$ cat src/rtl/mdu_iterative_pkg.sv
// mdu_iterative_pkg: shared execute-stage encodings for ALU select, MDU ops, MDU FSM and writeback mux
package mdu_iterative_pkg;
    localparam logic [3:0] ALU_ADD = 4'd0, ALU_SUB = 4'd1, ALU_SLL = 4'd2, ALU_SLT = 4'd3,
                           ALU_SLTU = 4'd4, ALU_XOR = 4'd5, ALU_SRL = 4'd6, ALU_SRA = 4'd7,
                           ALU_OR = 4'd8, ALU_AND = 4'd9;
    localparam logic [2:0] MDU_MUL = 3'd0, MDU_MULH = 3'd1, MDU_MULHSU = 3'd2, MDU_MULHU = 3'd3,
                           MDU_DIV = 3'd4, MDU_DIVU = 3'd5, MDU_REM = 3'd6, MDU_REMU = 3'd7;
    localparam logic [1:0] WB_ALU = 2'd0, WB_MEM = 2'd1, WB_PC4 = 2'd2, WB_MDU = 2'd3;
    typedef enum logic [1:0] {IDLE = 2'd0, CALC = 2'd1, FIX = 2'd2, DONE = 2'd3} mdu_state_e;
endpackage

$ cat src/rtl/mdu_iterative_sign_fix.sv
// mdu_sign_fix: conditional two's-complement negation, used for operand magnitudes and signed results
module mdu_sign_fix #(
    parameter int N = 32
) (
    input  logic [N-1:0] x,
    input  logic         neg,
    output logic [N-1:0] y
);
    assign y = neg ? -x : x;
endmodule

$ cat src/rtl/mdu_iterative.sv
// mdu_iterative: iterative RV32M multiply/divide unit; MDU_EARLY_OUT_EN lets trivial cases skip CALC
module mdu_iterative
    import mdu_iterative_pkg::*;
#(
    parameter int WIDTH  = 32,
    parameter int OP_SEL = 3
) (
    input  logic              clk,
    input  logic              rstn,
    input  logic              start,
    input  logic              abort,
    input  logic [OP_SEL-1:0] op,
    input  logic [WIDTH-1:0]  bus_a,
    input  logic [WIDTH-1:0]  bus_b,
    output logic              busy,
    output logic              done,
    output logic [WIDTH-1:0]  result
);
    localparam int CW = $clog2(WIDTH);
    mdu_state_e state, state_n;
    logic [OP_SEL-1:0] op_q;
    logic [WIDTH-1:0] m_q, spec_val_q, spec_val, abs_a, abs_b;
    logic [2*WIDTH-1:0] acc_q, acc_n, pre_fix, fix_out;
    logic [CW-1:0] cnt_q;
    logic [WIDTH:0] sum, shifted, diff;
    logic neg_q, spec_q, spec, early, sign_a, sign_b, is_div, accept, dz, ovf, mz;
    assign is_div = op[2];
    assign sign_a = bus_a[WIDTH-1] && (op == MDU_MULH || op == MDU_MULHSU || op == MDU_DIV || op == MDU_REM);
    assign sign_b = bus_b[WIDTH-1] && (op == MDU_MULH || op == MDU_DIV || op == MDU_REM);
    mdu_sign_fix #(.N(WIDTH)) u_abs_a (.x(bus_a), .neg(sign_a), .y(abs_a));
    mdu_sign_fix #(.N(WIDTH)) u_abs_b (.x(bus_b), .neg(sign_b), .y(abs_b));
    assign dz = is_div && bus_b == '0;
    assign ovf = (op == MDU_DIV || op == MDU_REM) && bus_a == {1'b1, {(WIDTH-1){1'b0}}} && &bus_b;
    assign mz = !is_div && (bus_a == '0 || bus_b == '0);
    assign spec = dz || ovf || mz;
    // Overflowing DIV returns the dividend itself, which is exactly the most negative value
    assign spec_val = dz ? (op[1] ? bus_a : '1) : (ovf && !op[1]) ? bus_a : '0;
`ifdef MDU_EARLY_OUT_EN
    assign early = spec;
`else
    assign early = 1'b0;
`endif
    assign accept = start && !abort && (state == IDLE || state == DONE);
    assign sum = {1'b0, acc_q[2*WIDTH-1:WIDTH]} + (acc_q[0] ? {1'b0, m_q} : '0);
    assign shifted = acc_q[2*WIDTH-1:WIDTH-1];
    assign diff = shifted - {1'b0, m_q};
    assign acc_n = op_q[2] ? (diff[WIDTH] ? {shifted[WIDTH-1:0], acc_q[WIDTH-2:0], 1'b0}
                                          : {diff[WIDTH-1:0], acc_q[WIDTH-2:0], 1'b1})
                           : {sum, acc_q[WIDTH-1:1]};
    // Negation runs over the full double-width product so MULH* high halves come out right
    assign pre_fix = op_q[2] ? {{WIDTH{1'b0}}, op_q[1] ? acc_q[2*WIDTH-1:WIDTH] : acc_q[WIDTH-1:0]} : acc_q;
    mdu_sign_fix #(.N(2*WIDTH)) u_fix (.x(pre_fix), .neg(neg_q), .y(fix_out));
    always_comb begin
        state_n = abort ? IDLE :
                  accept ? (early ? FIX : CALC) :
                  state == CALC ? (cnt_q == CW'(WIDTH-1) ? FIX : CALC) :
                  state == FIX ? DONE : IDLE;
    end
    always_ff @(posedge clk) begin
        if (!rstn) begin
            state      <= IDLE;
            op_q       <= '0;
            m_q        <= '0;
            acc_q      <= '0;
            cnt_q      <= '0;
            neg_q      <= 1'b0;
            spec_q     <= 1'b0;
            spec_val_q <= '0;
            result     <= '0;
        end else begin
            state <= state_n;
            if (accept) begin
                op_q       <= op;
                m_q        <= is_div ? abs_b : abs_a;
                acc_q      <= {{WIDTH{1'b0}}, is_div ? abs_a : abs_b};
                cnt_q      <= '0;
                neg_q      <= (is_div && op[1]) ? sign_a : sign_a ^ sign_b;
                spec_q     <= spec;
                spec_val_q <= spec_val;
            end else if (state == CALC && !abort) begin
                acc_q <= acc_n;
                cnt_q <= cnt_q + CW'(1);
            end
            if (state == FIX && !abort)
                result <= spec_q ? spec_val_q :
                          (op_q == MDU_MUL || op_q[2]) ? fix_out[WIDTH-1:0] : fix_out[2*WIDTH-1:WIDTH];
        end
    end
    assign busy = state == CALC || state == FIX;
    assign done = state == DONE;
endmodule

$ cat config.mk
export PLATFORM = sky130hd
export DESIGN_NAME = mdu_iterative
export DESIGN_NICKNAME = d
export VERILOG_FILES = /design/src/rtl/mdu_iterative_pkg.sv /design/src/rtl/mdu_iterative_sign_fix.sv /design/src/rtl/mdu_iterative.sv
export SDC_FILE = /design/constraint.sdc
export NUM_CORES = 1
export LEC_CHECK = 0
export ABC_AREA = 1
export BUFFER_PORTS_ARGS = -buffer_cell sky130_fd_sc_hd__buf_2
export CAP_MARGIN = 30
export CORE_MARGIN = 2
export CORE_UTILIZATION = 45
export CTS_CLUSTER_SIZE = 40
export DETAILED_ROUTE_END_ITERATION = 16
export PLACE_DENSITY = 0.6
export SYNTH_ARGS = -nofsm -noshare
export SYNTH_HDL_FRONTEND = slang
export SYNTH_SLANG_ARGS = --single-unit
$ cat constraint.sdc
create_clock -name clk -period 3.8 [get_ports clk]
set_input_delay 0.76 -clock clk [delete_from_list [all_inputs] [get_ports clk]]
set_output_delay 0.76 -clock clk [all_outputs]
set_load 0.01 [all_outputs]
==> flow_summary.yaml, run 1 <==
outcome:
  status: "finished, final reports clean"
logic_synthesis:
  ys_async_sr_fraction_pct: 0
  yosysWarnings: 0
  synth-seq-cells: 172
  yosysUniqueCellTypes: 52
  ys_top_cells_by_area: "nand2_1 20%, dfxtp_1 19%, inv_1 8.6%"
  synth.net_count: 3303
  synth_top_area_share_pct: 19.9
  synth_edf_count: 0
  avgSynthCellArea_um2: 5.67
  seq_area_frac_synth_pct: 19.2
  yosys.area.top_type: "nand2_1"
  synthCells: 3157
  synth_area_um2: 17900
  synth-main-ff-cell: "dfxtp_1"
routing:
  vias: 21700
  drtAntennaViolNets: 0
  wirelength_um: 80800
  via_per_inst: 5.80
  drt_iter0_markers: 3032
  dr.pass1.iters: 6
  routedWlPerCell_um: 21.6
  drc: 0
cells_and_area:
  fin_util_pct: 49.5
  synthToLayoutAreaGrowth_pct: 9.29
  drive_above_1_share_pct: 9.65
  instances_no_fill: 3749
  nets: 3356
worst_setup_path:
  critPathKind: "reg2reg"
  worstPathMaxFanout: 16
  cp_slowest_stage_delay_ns: 0.45
  crit_top_cell: "nand2_1"
  cp-start-kind: "flop"
  path_cells: "inv_1, ha_1, fa_1, o21ai_2, nand3_1, nand2_1, nand2_1, nand2_1, nand2_1, nand3_1, nand2_2, inv_1, nand2_1, nand3_1, nand3_1, nand2_1, inv_1"
  crit_path_top_delay_cell: "inv_1"
  required_ns: 4.17
  setup.worst_path.end_class: "flop"
  crit_arrival_ns: 3.71
clocking:
  cts_htree_levels: 4
  postCtsSetupRepairBufs: 0
  root_buffer: "clkbuf_16"
  cts_repair_resize_count: 0
  cts_tree: "yes"
  cts_sinks: 172
  cts_hold_buf: 0
  clk_path_buf_depth: 2
  clkTransAtPathRegs_ns: 0.08
  numCtsBuffers: 17
  clk_latency_ns: 0.47
power:
  switching_share_pct: 43.7
  power_density_nw_per_um2: 314
  ir_drop_mv: 0.354
  leakage_uw: 0.0103
  internal_power_uw: 3450
  p_total_uw: 6140
  p_comb_share_pct: 38.8
  clock_power_share_pct: 29.0
  switchingPower_uw: 2680
  pwr-share-seq_pct: 32.2
run:
  cap_violations: 0
global_routing:
  antenna_found_initial: 0
  grt_pass1_vias: 19800
  grt_max_degree: 82
  grt_pass1_wl_um: 122000
  grtUsageTotal_pct: 38.9
  grt_overflow: 0
timing:
  report.final.slew_viol_count: 0
  hold_viol: 0
  fin_worst_skew_ns: 0.0158
  finalSetupTns_ns: 0
  whs_ns: 0.459
  setup_viol: 0
  min_period_over_period_pct: 87.9
  tightest_slew_ns: 0.903
  rsz0062_at_grt: "no"
  post-route-min-period_ns: 3.34
  fmax_ghz: 0.299
  slew_headroom_pct: 39.7
floorplanning:
  start_util_pct: 45.3
  io_pins: 105
  die-area_um2: 41400
  die_h_um: 204
  dieWidth_um: 204
  rows: 73
  core_area_um2: 39500
placed_design:
  gp_congestion: 1.03
  place_inst: 3716
  numPortBuffers: 104
  hpwl_um: 64400
worst_hold_path:
  hold_path.class: "reg2reg"
-- final cells by class --
type                       instances  area (um^2)
tap                              525          657
sequential                       172         3450
fill                            4373        20000
timing repair buffer             162          981
multi-input combinational       2433        12300
antenna                            1         2.50
clock inverter                    13          120
clock buffer                      19          453
inverter                         424         1590
-- final timing paths --
| check | from | slack, ns | depth (start not counted) | endpoint |
|---|---|---|---|---|
| hold reg to reg | spec_val_q[12] | 0.46 | 2 | spec_val_q[12] |
| setup / recovery | acc_q[31] | 0.46 | 17 | acc_q[56] |
| setup reg to reg | acc_q[31] | 0.46 | 17 | acc_q[56] |
| hold / removal | spec_val_q[12] | 0.46 | 2 | spec_val_q[12] |
-- critical path: cells and delay by family (launching register included) --
kind                     cells  cell delay, ns
AND/OR/NAND/NOR             11            1.33
adder cells (fa/ha/maj)      2            0.68
buffers and inverters        3            0.63
flip-flops                   1            0.38
AO/OA/AOI/OAI                1            0.24
-- per-layer routing --
metal | wire length (um) | track usage [%]
met1 | 35400 | 55.5
met2 | 33700 | 58.4
met4 | 3230 | 15.3
met3 | 8560 | 6.04
met5 | 0 | 0
-- through the flow --
stage	worst slack, ns	area (um^2)
after CTS	0.560	19600
final	0.459	19600
after detailed placement	0.469	19000
after global placement	0.493	19000
after global routing	0.285	19600
after floorplan	1.09	17900
-- power by group through the flow --
stage,combinational [uW],sequential [uW],clock (uW)
global route,2600,1980,1860
finish,2380,1980,1780
global placement,2290,2010,0
detailed placement,2300,2010,0
floorplan,1600,1940,0
CTS,2310,1970,1790
-- cells by family (layout without fill, tap and decap cells) --
group | count (synthesis) | count (layout) | synth area share, %
buffers and inverters | 552 | 618 | 12.2
XOR/XNOR | 90 | 90 | 4.40
AND/OR/NAND/NOR | 1696 | 1696 | 40.1
other | 0 | 1 | 0
adder cells (fa/ha/maj) | 75 | 75 | 5.32
flip-flops | 172 | 172 | 19.2
AO/OA/AOI/OAI | 572 | 572 | 18.8
-- placed cells by master, fill, tap and decap left out, drive strengths merged, types with 2 or more instances in the layout --
| cell | Yosys | layout |
|---|---|---|
| o21a | 7 | 7 |
| a31oi | 11 | 11 |
| nor2 | 349 | 349 |
| xor2 | 72 | 72 |
| a21o | 12 | 12 |
| fa | 2 | 2 |
| a221oi | 29 | 29 |
| a22oi | 2 | 2 |
| nand3b | 7 | 7 |
| ha | 73 | 73 |
| a21boi | 5 | 5 |
| clkinv | 2 | 6 |
| nor4 | 7 | 7 |
| nor3 | 52 | 52 |
| nand3 | 241 | 241 |
| o21bai | 7 | 7 |
| o31ai | 2 | 2 |
| a211oi | 2 | 2 |
| nand4 | 33 | 33 |
| a21oi | 204 | 204 |
| or2 | 11 | 11 |
| o221ai | 7 | 7 |
| buf | 49 | 162 |
| xnor2 | 18 | 18 |
| dfxtp | 172 | 172 |
| o211ai | 77 | 77 |
| o21ai | 202 | 202 |
| inv | 422 | 430 |
| clkbuf | 79 | 19 |
| nand2 | 996 | 996 |
-- registers in the layout (all words and copies together) (netlist names) --
name and cells:
spec_q 1, m_q 32, cnt_q 5, result 32, state 2, neg_q 1
acc_q 64, op_q 3, spec_val_q 32
-- cells in the mapped netlist (20+ instances only) --
cell      number
nand2_1      951
inv_1        410
nor2_1       321
nand3_1      241
a21oi_1      202
o21ai_0      176
dfxtp_1      172
clkbuf_1      79
o211ai_1      77
ha_1          73
xor2_1        72
nor3_1        51
nand2_2       36
nand4_1       33
a221oi_1      29
buf_2         23
nor2_2        20
No activity file was read; power rests on OpenSTA's default activity.
==> run 2, diff against run 1 <==
- CTS_BUF_LIST: default -> sky130_fd_sc_hd__clkbuf_8
==> flow_summary.yaml, run 2 (same netlist as run 1, synthesis figures left out) <==
outcome:
  status: "finished, final reports clean"
timing:
  hold_viol: 0
  fin_worst_skew_ns: 0.0228
  post-route-min-period_ns: 3.37
  rsz0062_at_grt: "no"
  tightest_slew_ns: 0.906
  finalSetupTns_ns: 0
  setup_viol: 0
  fmax_ghz: 0.296
  slew_headroom_pct: 39.6
  min_period_over_period_pct: 88.8
  whs_ns: 0.461
  report.final.slew_viol_count: 0
placed_design:
  gp_congestion: 1.03
  dpl-instance-area_um2: 19000
  hpwl_um: 64400
  place_inst: 3716
  numPortBuffers: 104
cells_and_area:
  final_cell_mix: "950 x nand2_1, 410 x inv_1, 315 x nor2_1"
  instances_no_fill: 3749
  stdcell_area_um2: 19400
  fillers: 4396
  largest_register_ffs: 64
  drive_above_1_share_pct: 9.65
  largest-register: "acc_q"
  nets: 3356
  final_common_cell: "nand2_1"
  synthToLayoutAreaGrowth_pct: 8.22
power:
  leakage_uw: 0.0102
  ir_drop_mv: 0.258
  power_density_nw_per_um2: 294
global_routing:
  grt_overflow: 0
  grtUsageTotal_pct: 38.9
  grt_pass1_vias: 19800
  grt_pass1_wl_um: 122000
  antenna_found_initial: 2
  grt_max_degree: 82
routing:
  wirelength_um: 81000
  dr.pass1.iters: 7
  vias: 21700
  drt_iter0_markers: 2777
  via_per_inst: 5.79
  drtAntennaViolNets: 0
  drc: 0
  routedWlPerCell_um: 21.6
clocking:
  root_buffer: "clkbuf_8"
  postCtsSetupRepairBufs: 0
  clkTransAtPathRegs_ns: 0.11
  numCtsBuffers: 17
  cts_repair_resize_count: 0
  cts_tree: "yes"
  clk_latency_ns: 0.53
  cts_sinks: 172
  cts_htree_levels: 4
  clk_path_buf_depth: 2
  cts_hold_buf: 0
worst_setup_path:
  cp-start-kind: "flop"
  worstPathMaxFanout: 16
  critPathKind: "reg2reg"
  crit_arrival_ns: 3.81
  required_ns: 4.23
  setup.worst_path.end_class: "flop"
floorplanning:
  core_area_um2: 39500
  die_h_um: 204
  start_util_pct: 45.3
  dieWidth_um: 204
  io_pins: 105
  rows: 73
  die-area_um2: 41400
run:
  cap_violations: 0
worst_hold_path:
  hold_path.class: "reg2reg"
run 2: cell types whose count changed in the layout (fill, tap and decap cells not counted):
cell,before,now
clkbuf_16,17,0
clkbuf_8,2,19
run 2: through the flow:
step	total power [uW]	setup WS [ns]	utilization [%]
2_1_floorplan	3550	1.09	-
3_3_place_gp	4300	0.493	48.0
3_5_place_dp	4310	0.469	48.0
4_1_cts	5630	0.545	49.0
5_1_grt	6000	0.279	49.0
6_report	5710	0.426	49.0
run 2: where the power goes:
part,internal (uW),leakage [uW],switching (uW)
Clock,514,0.000194,833
Combinational,693,0.00859,1690
Sequential,1860,0.00140,114
Total,3070,0.0102,2640
run 2: final cells by class:
type	count	area, um^2	share of cell area, %
antenna	1	2.50	0.0129
clock buffer	19	262	1.35
clock inverter	13	120	0.620
inverter	424	1590	8.21
multi-input combinational	2433	12300	63.6
sequential	172	3450	17.8
tap	525	657	3.39
timing repair buffer	162	981	5.06
run 2: worst paths after layout:
check,from,endpoint,slack [ns],depth (start not counted)
worst max register to register,acc_q[31],acc_q[56],0.43,17
worst min-delay path,spec_val_q[1],spec_val_q[1],0.46,2
worst min register to register,spec_val_q[1],spec_val_q[1],0.46,2
worst max-delay path,acc_q[31],acc_q[56],0.43,17
run 2: routing by layer:
metal  share of wire, %  GRT usage [%]  up-vias  wire (um)
met2                 41           58.1     1139      33600
met3                 10           6.09      165       8080
met4                4.2           16.1        4       3440
met5              0.033              0        -         27
met1                 44           55.5    10100      35900
li1                   -              -    10300          -
run 2: worst max-delay path, stage by stage (launching register included):
cell,delay [ns]
dfxtp_1,0.39
inv_1,0.14
ha_1,0.25
fa_1,0.43
o21ai_2,0.24
nand3_1,0.10
nand2_1,0.17
nand2_1,0.10
nand2_1,0.15
nand2_1,0.10
nand3_1,0.11
nand2_2,0.09
inv_1,0.45
nand2_1,0.20
nand3_1,0.14
nand3_1,0.07
nand2_1,0.10
inv_1,0.04
